`config.mk`:
```
export PLATFORM = sky130hd
export DESIGN_NAME = conv_engine
export DESIGN_NICKNAME = d
export VERILOG_FILES = /design/src/rtl/conv_pkg.sv /design/src/rtl/conv_window_mac.sv /design/src/rtl/conv_engine.sv
export SDC_FILE = /design/constraint.sdc
export NUM_CORES = 2
export LEC_CHECK = 0
export BUFFER_PORTS_ARGS = -buffer_cell sky130_fd_sc_hd__buf_2
export CAP_MARGIN = 40
export CORE_ASPECT_RATIO = 0.6
export CORE_UTILIZATION = 50
export CTS_BUF_LIST = sky130_fd_sc_hd__clkbuf_4 sky130_fd_sc_hd__clkbuf_8
export DETAILED_ROUTE_END_ITERATION = 10
export GPL_ROUTABILITY_DRIVEN = 0
export PLACE_DENSITY = 0.77
export SYNTH_ARGS = -nofsm -noshare
export SYNTH_HDL_FRONTEND = slang
export SYNTH_HIERARCHICAL = 1
export SYNTH_SLANG_ARGS = --single-unit
```
`constraint.sdc`:
```
create_clock -name clk -period 19.85 [get_ports clk]
set_input_delay 0.9925 -clock clk [delete_from_list [all_inputs] [get_ports clk]]
set_output_delay 0.9925 -clock clk [all_outputs]
set_load 0.02 [all_outputs]
```
`src/rtl/conv_pkg.sv`:
```
// Shared types and arithmetic helpers for the 3x3 convolution engine.
package conv_pkg;

    typedef enum logic [1:0] {
        LOAD    = 2'd0,
        COMPUTE = 2'd1,
        DONE    = 2'd2
    } conv_state_t;

    // Post-processing works on a wide signed value so any ACC_W/OWIDTH pair fits.
    localparam int WIDE_W = 64;

    function automatic int acc_w(input int dwidth);
        return 2 * dwidth + 5;
    endfunction

    function automatic logic signed [WIDE_W-1:0] relu(input logic signed [WIDE_W-1:0] v);
        if (v < 0) begin
            return '0;
        end
        return v;
    endfunction

    function automatic logic signed [WIDE_W-1:0] saturate(input logic signed [WIDE_W-1:0] v,
                                                          input int owidth);
        logic signed [WIDE_W-1:0] hi;
        logic signed [WIDE_W-1:0] lo;
        hi = (64'sd1 <<< (owidth - 1)) - 64'sd1;
        lo = -(64'sd1 <<< (owidth - 1));
        if (v > hi) begin
            return hi;
        end
        if (v < lo) begin
            return lo;
        end
        return v;
    endfunction

endpackage

```
`src/rtl/conv_window_mac.sv`:
```
// Nine signed multipliers and a combinational adder tree: one 3x3 window
// dotted with one filter's taps, plus bias, computed exactly in ACC_W bits.
module conv_window_mac #(
    parameter int DWIDTH = 8,
    parameter int ACC_W  = 21
) (
    input  logic [9*DWIDTH-1:0] i_win,
    input  logic [9*DWIDTH-1:0] i_wgt,
    input  logic [15:0]         i_bias,
    output logic [ACC_W-1:0]    o_sum
);

    localparam int PW = 2 * DWIDTH + 1;

    logic signed [PW-1:0]    w_prod [9];
    logic signed [ACC_W-1:0] w_term [10];
    logic signed [ACC_W-1:0] w_l1   [5];
    logic signed [ACC_W-1:0] w_l2   [3];
    logic signed [ACC_W-1:0] w_l3   [2];

    // Pixels are unsigned, so they get a zero MSB before the signed multiply.
    always_comb begin
        for (int k = 0; k < 9; k++) begin
            w_prod[k] = PW'($signed({1'b0, i_win[k*DWIDTH +: DWIDTH]}))
                      * PW'($signed(i_wgt[k*DWIDTH +: DWIDTH]));
            w_term[k] = ACC_W'(w_prod[k]);
        end
        w_term[9] = ACC_W'($signed(i_bias));
    end

    always_comb begin
        for (int k = 0; k < 5; k++) begin
            w_l1[k] = w_term[2*k] + w_term[2*k+1];
        end
        w_l2[0] = w_l1[0] + w_l1[1];
        w_l2[1] = w_l1[2] + w_l1[3];
        w_l2[2] = w_l1[4];
        w_l3[0] = w_l2[0] + w_l2[1];
        w_l3[1] = w_l2[2];
    end

    assign o_sum = w_l3[0] + w_l3[1];

endmodule

```
`src/rtl/conv_engine.sv`:
```
// Frame-buffered 3x3 convolution: load a raster frame, then stream one
// ReLU/saturated result per valid 3x3 window for every filter.
module conv_engine import conv_pkg::*; #(
    parameter int IMG_W       = 8,
    parameter int IMG_H       = 8,
    parameter int DWIDTH      = 8,
    parameter int NUM_FILTERS = 3,
    parameter int OWIDTH      = 17,
    parameter int RELU_EN     = 1,
    localparam int FW = (NUM_FILTERS > 1) ? $clog2(NUM_FILTERS) : 1,
    localparam int AW = (NUM_FILTERS*(IMG_H-2)*(IMG_W-2) > 1)
                        ? $clog2(NUM_FILTERS*(IMG_H-2)*(IMG_W-2)) : 1
) (
    input  logic              clk,
    input  logic              reset,
    input  logic              pix_valid,
    output logic              pix_ready,
    input  logic [DWIDTH-1:0] pix_data,
    input  logic              wgt_we,
    input  logic [FW-1:0]     wgt_filt,
    input  logic [3:0]        wgt_tap,
    input  logic [DWIDTH-1:0] wgt_data,
    input  logic              bias_we,
    input  logic [FW-1:0]     bias_filt,
    input  logic [15:0]       bias_data,
    output logic              res_valid,
    input  logic              res_ready,
    output logic [OWIDTH-1:0] res_data,
    output logic [AW-1:0]     res_addr,
    output logic              res_last,
    output logic              busy,
    output logic [1:0]        dbg_state
);

    localparam int NPIX  = IMG_W * IMG_H;
    localparam int OUT_W = IMG_W - 2;
    localparam int OUT_H = IMG_H - 2;
    localparam int NRES  = NUM_FILTERS * OUT_H * OUT_W;
    localparam int PXW   = $clog2(NPIX);
    localparam int CW    = $clog2(IMG_W);
    localparam int RW    = $clog2(IMG_H);
    localparam int NWGT  = NUM_FILTERS * 9;
    localparam int WIW   = $clog2(NWGT);
    localparam int ACC_W = acc_w(DWIDTH);

    conv_state_t r_state;
    logic [PXW-1:0]    r_pix_cnt;
    logic [FW-1:0]     r_filt;
    logic [RW-1:0]     r_row;
    logic [CW-1:0]     r_col;
    logic [AW-1:0]     r_addr_cnt;
    logic              r_issued_all;
    logic              r_res_valid;
    logic [OWIDTH-1:0] r_res_data;
    logic [AW-1:0]     r_res_addr;
    logic              r_res_last;

    logic [DWIDTH-1:0] r_frame [NPIX];
    logic [DWIDTH-1:0] r_wgt   [NWGT];
    logic [15:0]       r_bias  [NUM_FILTERS];

    logic                     w_pix_fire;
    logic                     w_wgt_wr;
    logic                     w_bias_wr;
    logic [WIW-1:0]           w_wgt_idx;
    logic                     w_issue;
    logic                     w_res_fire;
    logic [9*DWIDTH-1:0]      w_win;
    logic [9*DWIDTH-1:0]      w_wts;
    logic [15:0]              w_bias;
    logic signed [ACC_W-1:0]  w_sum;
    logic signed [WIDE_W-1:0] w_wide;
    logic signed [WIDE_W-1:0] w_post;
    logic signed [WIDE_W-1:0] w_sat;

    // Handshakes: a beat/result transfers on the rising edge where valid and
    // ready are both high; a presented result holds until it transfers.
    assign w_pix_fire = pix_valid && (r_state == LOAD);
    assign w_res_fire = r_res_valid && res_ready;
    assign w_issue    = (r_state == COMPUTE) && !r_issued_all && (!r_res_valid || res_ready);

    assign w_wgt_wr  = wgt_we && (r_state == LOAD) && (int'(wgt_filt) < NUM_FILTERS)
                     && (wgt_tap < 4'd9);
    assign w_bias_wr = bias_we && (r_state == LOAD) && (int'(bias_filt) < NUM_FILTERS);
    assign w_wgt_idx = WIW'(int'(wgt_filt) * 9 + int'(wgt_tap));

    always_comb begin
        w_win = '0;
        w_wts = '0;
        for (int r = 0; r < 3; r++) begin
            for (int c = 0; c < 3; c++) begin
                w_win[(3*r+c)*DWIDTH +: DWIDTH] =
                    r_frame[PXW'((int'(r_row) + r) * IMG_W + int'(r_col) + c)];
                w_wts[(3*r+c)*DWIDTH +: DWIDTH] = r_wgt[WIW'(int'(r_filt) * 9 + 3*r + c)];
            end
        end
    end

    assign w_bias = r_bias[r_filt];

    conv_window_mac #(
        .DWIDTH (DWIDTH),
        .ACC_W  (ACC_W)
    ) u_mac (
        .i_win  (w_win),
        .i_wgt  (w_wts),
        .i_bias (w_bias),
        .o_sum  (w_sum)
    );

    assign w_wide = WIDE_W'(w_sum);
    assign w_post = (RELU_EN != 0) ? relu(w_wide) : w_wide;
    assign w_sat  = saturate(w_post, OWIDTH);

    always_ff @(posedge clk) begin
        if (reset) begin
            for (int i = 0; i < NPIX; i++) begin
                r_frame[i] <= '0;
            end
            for (int i = 0; i < NWGT; i++) begin
                r_wgt[i] <= '0;
            end
            for (int i = 0; i < NUM_FILTERS; i++) begin
                r_bias[i] <= '0;
            end
        end else begin
            if (w_pix_fire) begin
                r_frame[r_pix_cnt] <= pix_data;
            end
            if (w_wgt_wr) begin
                r_wgt[w_wgt_idx] <= wgt_data;
            end
            if (w_bias_wr) begin
                r_bias[bias_filt] <= bias_data;
            end
        end
    end

    always_ff @(posedge clk) begin
        if (reset) begin
            r_state      <= LOAD;
            r_pix_cnt    <= '0;
            r_filt       <= '0;
            r_row        <= '0;
            r_col        <= '0;
            r_addr_cnt   <= '0;
            r_issued_all <= 1'b0;
            r_res_valid  <= 1'b0;
            r_res_data   <= '0;
            r_res_addr   <= '0;
            r_res_last   <= 1'b0;
        end else begin
            case (r_state)
                LOAD: begin
                    if (w_pix_fire) begin
                        if (r_pix_cnt == PXW'(NPIX - 1)) begin
                            r_pix_cnt <= '0;
                            r_state   <= COMPUTE;
                        end else begin
                            r_pix_cnt <= r_pix_cnt + 1'b1;
                        end
                    end
                end
                COMPUTE: begin
                    if (w_res_fire && r_res_last) begin
                        r_res_valid <= 1'b0;
                        r_res_last  <= 1'b0;
                        r_state     <= DONE;
                    end else if (w_issue) begin
                        r_res_valid <= 1'b1;
                        r_res_data  <= w_sat[OWIDTH-1:0];
                        r_res_addr  <= r_addr_cnt;
                        r_res_last  <= (r_addr_cnt == AW'(NRES - 1));
                        r_addr_cnt  <= r_addr_cnt + 1'b1;
                        if (r_addr_cnt == AW'(NRES - 1)) begin
                            r_issued_all <= 1'b1;
                        end
                        // Column is innermost, then row, then filter.
                        if (r_col == CW'(OUT_W - 1)) begin
                            r_col <= '0;
                            if (r_row == RW'(OUT_H - 1)) begin
                                r_row <= '0;
                                if (r_filt == FW'(NUM_FILTERS - 1)) begin
                                    r_filt <= '0;
                                end else begin
                                    r_filt <= r_filt + 1'b1;
                                end
                            end else begin
                                r_row <= r_row + 1'b1;
                            end
                        end else begin
                            r_col <= r_col + 1'b1;
                        end
                    end else if (w_res_fire) begin
                        r_res_valid <= 1'b0;
                    end
                end
                DONE: begin
                    r_state      <= LOAD;
                    r_pix_cnt    <= '0;
                    r_filt       <= '0;
                    r_row        <= '0;
                    r_col        <= '0;
                    r_addr_cnt   <= '0;
                    r_issued_all <= 1'b0;
                end
                default: begin
                    r_state <= LOAD;
                end
            endcase
        end
    end

    assign pix_ready = (r_state == LOAD);
    assign busy      = (r_state != LOAD);
    assign dbg_state = r_state;
    assign res_valid = r_res_valid;
    assign res_data  = r_res_data;
    assign res_addr  = r_res_addr;
    assign res_last  = r_res_last;

endmodule
```
==> flow_summary.json <==
{
  "avgViaCountPerCell": 6.69,
  "outcome": "finished, violations left",
  "max_freq_ghz": 0.0716,
  "die_h_um": 313,
  "hp-start": "bias_data[0]",
  "synth_fa_ha_area_share_pct": 19.6,
  "synth_cell_types": 87,
  "r2r_start": "r_col[1]",
  "drv_cap": 0,
  "dpl.hpwl_um": 217000,
  "hold_buffers": 0,
  "synthArstFlopShare_pct": 0,
  "cp.arrival_ns": 14.72,
  "synth-xor-area-share_pct": 0.726,
  "required_ns": 20.61,
  "drc_errors": 260,
  "muxShareOfSynthArea_pct": 23.0,
  "ant_nets": 0,
  "firstDrtPassIters": 11,
  "violations": "DRC",
  "synth_area_per_cell_um2": 11.9,
  "synthCells": 6736,
  "layout.nets": 7715,
  "drt_first_iter_violations": 11000,
  "drt-wirelength-per-cell_um": 31.2,
  "finalSetupViolations": 0,
  "final_core_util_pct": 54.2,
  "h-tree-depth": 4,
  "fin_cells": 9002,
  "hold_path_depth": 1,
  "first_global_vias": 57100,
  "final_hold_viol_count": 0,
  "cp.buffers_inverters": 8,
  "ys_ff_latch": 884,
  "slowest_stage": "ha_4",
  "whs_endpoint": "r_bias[3][0]",
  "cts_buffer_depth": 3,
  "synth_top_family_by_area": "multiplexers",
  "grt_util_all_layers_pct": 34.4,
  "cts-root-buf": "clkbuf_8",
  "path_delay_family": "adder cells",
  "clk_latency_ns": 0.93,
  "cts_buffers": 138,
  "rsz0062_at_grt": "false",
  "relSlewSlack_pct": 26.8,
  "place_inst": 8743,
  "antenna_found_initial": 15,
  "tightest_slew_ns": 1.07,
  "vias": 60200,
  "cts_resized": 0,
  "overflow": 0,
  "reg2regPathDepth": 37,
  "synth-edff-count": 832,
  "period_needed_ns": 13.96,
  "rows": 113,
  "wl_um": 280000,
  "ys_seq_area_share_pct": 32.4,
  "dieArea_um2": 162000,
  "io_buffers": 75,
  "tns_ns": 0,
  "cts_tree": "built",
  "setup.worst_path.end_class": "flip-flop",
  "synth_compound_area_share_pct": 4.12,
  "path_common_cell": "fa_1",
  "post-cts-setup-buffer-count": 0,
  "slowest_delay_ns": 0.91,
  "initial_core_util_pct": 50.6,
  "nFillCells": 13100,
  "core-area_um2": 159000,
  "r2r_setup_slack_ns": 5.89,
  "critPathMaxFanout": 116,
  "fin_skew_ns": 0.0627,
  "netlist_area_um2": 80400,
  "area_delta_synth_final_pct": 7.14,
  "drive_gt1_share_pct": 19.3,
  "drv_slew": 0,
  "synth-simple-area-share_pct": 14.4,
  "grt_pass1_wl_um": 399000,
  "grt_max_degree": 117,
  "die_w_um": 520,
  "synth_warnings": 6,
  "clkTransAtPathRegs_ns": 0.07,
  "cts.sinks": 884,
  "period_share_pct": 70.3,
  "start_kind": "flip-flop",
  "reg2reg_to": "res_data[11]",
  "hold_path.class": "in2reg",
  "crit_type": "reg2reg",
  "io_pins": 76,
  "synth_flop_cell": "edfxtp_1"
}
layout by cell type (no fill, tap or decap), types with 141 or more instances in the layout:
master,count
and2_1,1120
edfxtp_1,832
inv_1,785
fa_1,591
mux4_2,575
mux2i_1,381
nand2_1,333
ha_1,305
nor2_1,293
buf_4,154
mux2_2,148
clkbuf_8,141
Yosys cell counts (6+ instances only):
cell type     n  area, µm²
or2_1        10       62.6
ha_1        312       3900
buf_4        30        225
clkbuf_1    188        706
or4_1         7       52.6
a21oi_1     135        676
inv_1       786       2950
or2_0         7       43.8
a221o_1       7       70.1
o22ai_1      45        282
xnor2_1      43        377
nor3_2        8       80.1
buf_1        35        131
nor2b_1      49        307
nand2b_1     63        394
o21ai_1       6       30.0
o21ai_0      88        440
dfxtp_1      52       1040
nor3_1       45        225
o211ai_1     33        248
mux2_2      148       1670
nand4_1       7       43.8
a22oi_1      44        330
and3_1       12       75.1
a2bb2oi_1     6       52.6
mux4_2      575      12900
a211o_1      12        105
a211oi_1     45        338
nand3_1      25        125
or2_2       103        644
nand3b_1      9       67.6
fa_1        591      11800
mux2i_1     381       3810
buf_2       120        601
a221oi_1     10       87.6
xor2_1       18        158
a22o_1        6       52.6
and2_1     1120       7010
o221ai_1     11       96.3
edfxtp_1    832      25000
nand2_1     333       1250
nor2_1      293       1100
layout make-up:
class	instances	area, µm²	area share (%)
Clock inverter	66	488	0.567
Timing Repair Buffer	250	1900	2.20
Inverter	793	2980	3.46
Clock buffer	176	2200	2.56
Sequential cell	884	26000	30.2
Multi-Input combinational cell	4699	49800	57.9
Antenna cell	7	17.5	0.0203
Tap cell	2127	2660	3.09
metal layers:
metal,routed length [µm],vias up,GRT usage (%)
li1,-,23700,-
met1,104000,30100,46.8
met2,98600,5571,40.2
met3,66800,812,27.2
met4,8640,52,8.20
met5,2250,-,8.02
flip-flops by register name (all words and copies together), names as in the netlist, named ones only:
| signal | cells |
|---|---|
| r_col | 3 |
| res_last | 1 |
| r_pix_cnt | 6 |
| r_addr_cnt | 7 |
| r_issued_all | 1 |
| r_wgt | 256 |
| res_valid | 1 |
| dbg_state | 2 |
| r_row | 3 |
| res_data | 17 |
| r_frame | 512 |
| r_filt | 2 |
| r_bias | 64 |
| res_addr | 7 |
worst max-delay path by stage:
| stage | startpoint | endpoint | slack (ns) | depth (start not counted) |
|---|---|---|---|---|
| after global routing | r_col[1] | res_data[2] | 5.56 | 37 |
| after CTS | r_col[0] | res_data[11] | 6.22 | 37 |
| final | r_col[1] | res_data[11] | 5.89 | 37 |
| after global placement | r_col[0] | res_data[0] | 6.42 | 37 |
| after detailed placement | r_col[0] | res_data[5] | 6.29 | 37 |
| after floorplan | r_filt[0] | res_data[10] | 8.18 | 45 |
through the flow:
step / instance area (µm²) / hold WS [ns] / worst slack [ns]
3_5_place_dp: 83300 / 0.458 / 6.29
6_report: 86100 / 0.277 / 5.89
3_3_place_gp: 82800 / 0.442 / 6.42
5_1_grt: 86100 / 0.257 / 5.56
2_1_floorplan: 80400 / 0.452 / 8.18
4_1_cts: 86000 / 0.202 / 6.22
worst reg2reg max path, delay by kind of cell (launching register included):
family	cells	cell delay, ns
compound gates	7	1.83
xor+xnor	1	0.14
fa+ha+maj	12	6.44
buf+inv	8	2.21
flops	1	0.71
mux	3	1.04
simple gates	6	1.47
cells by family (layout without fill, tap and decap cells):
group / Yosys count / after routing
xor+xnor: 64 / 64
flops: 884 / 884
other cells: 1 / 23
simple gates: 2106 / 2106
compound gates: 505 / 505
mux: 1105 / 1105
fa+ha+maj: 903 / 903
buf+inv: 1168 / 1285
Power is not shown: default switching activity piles up to over one toggle a cycle in this logic, so the estimate is an artifact.
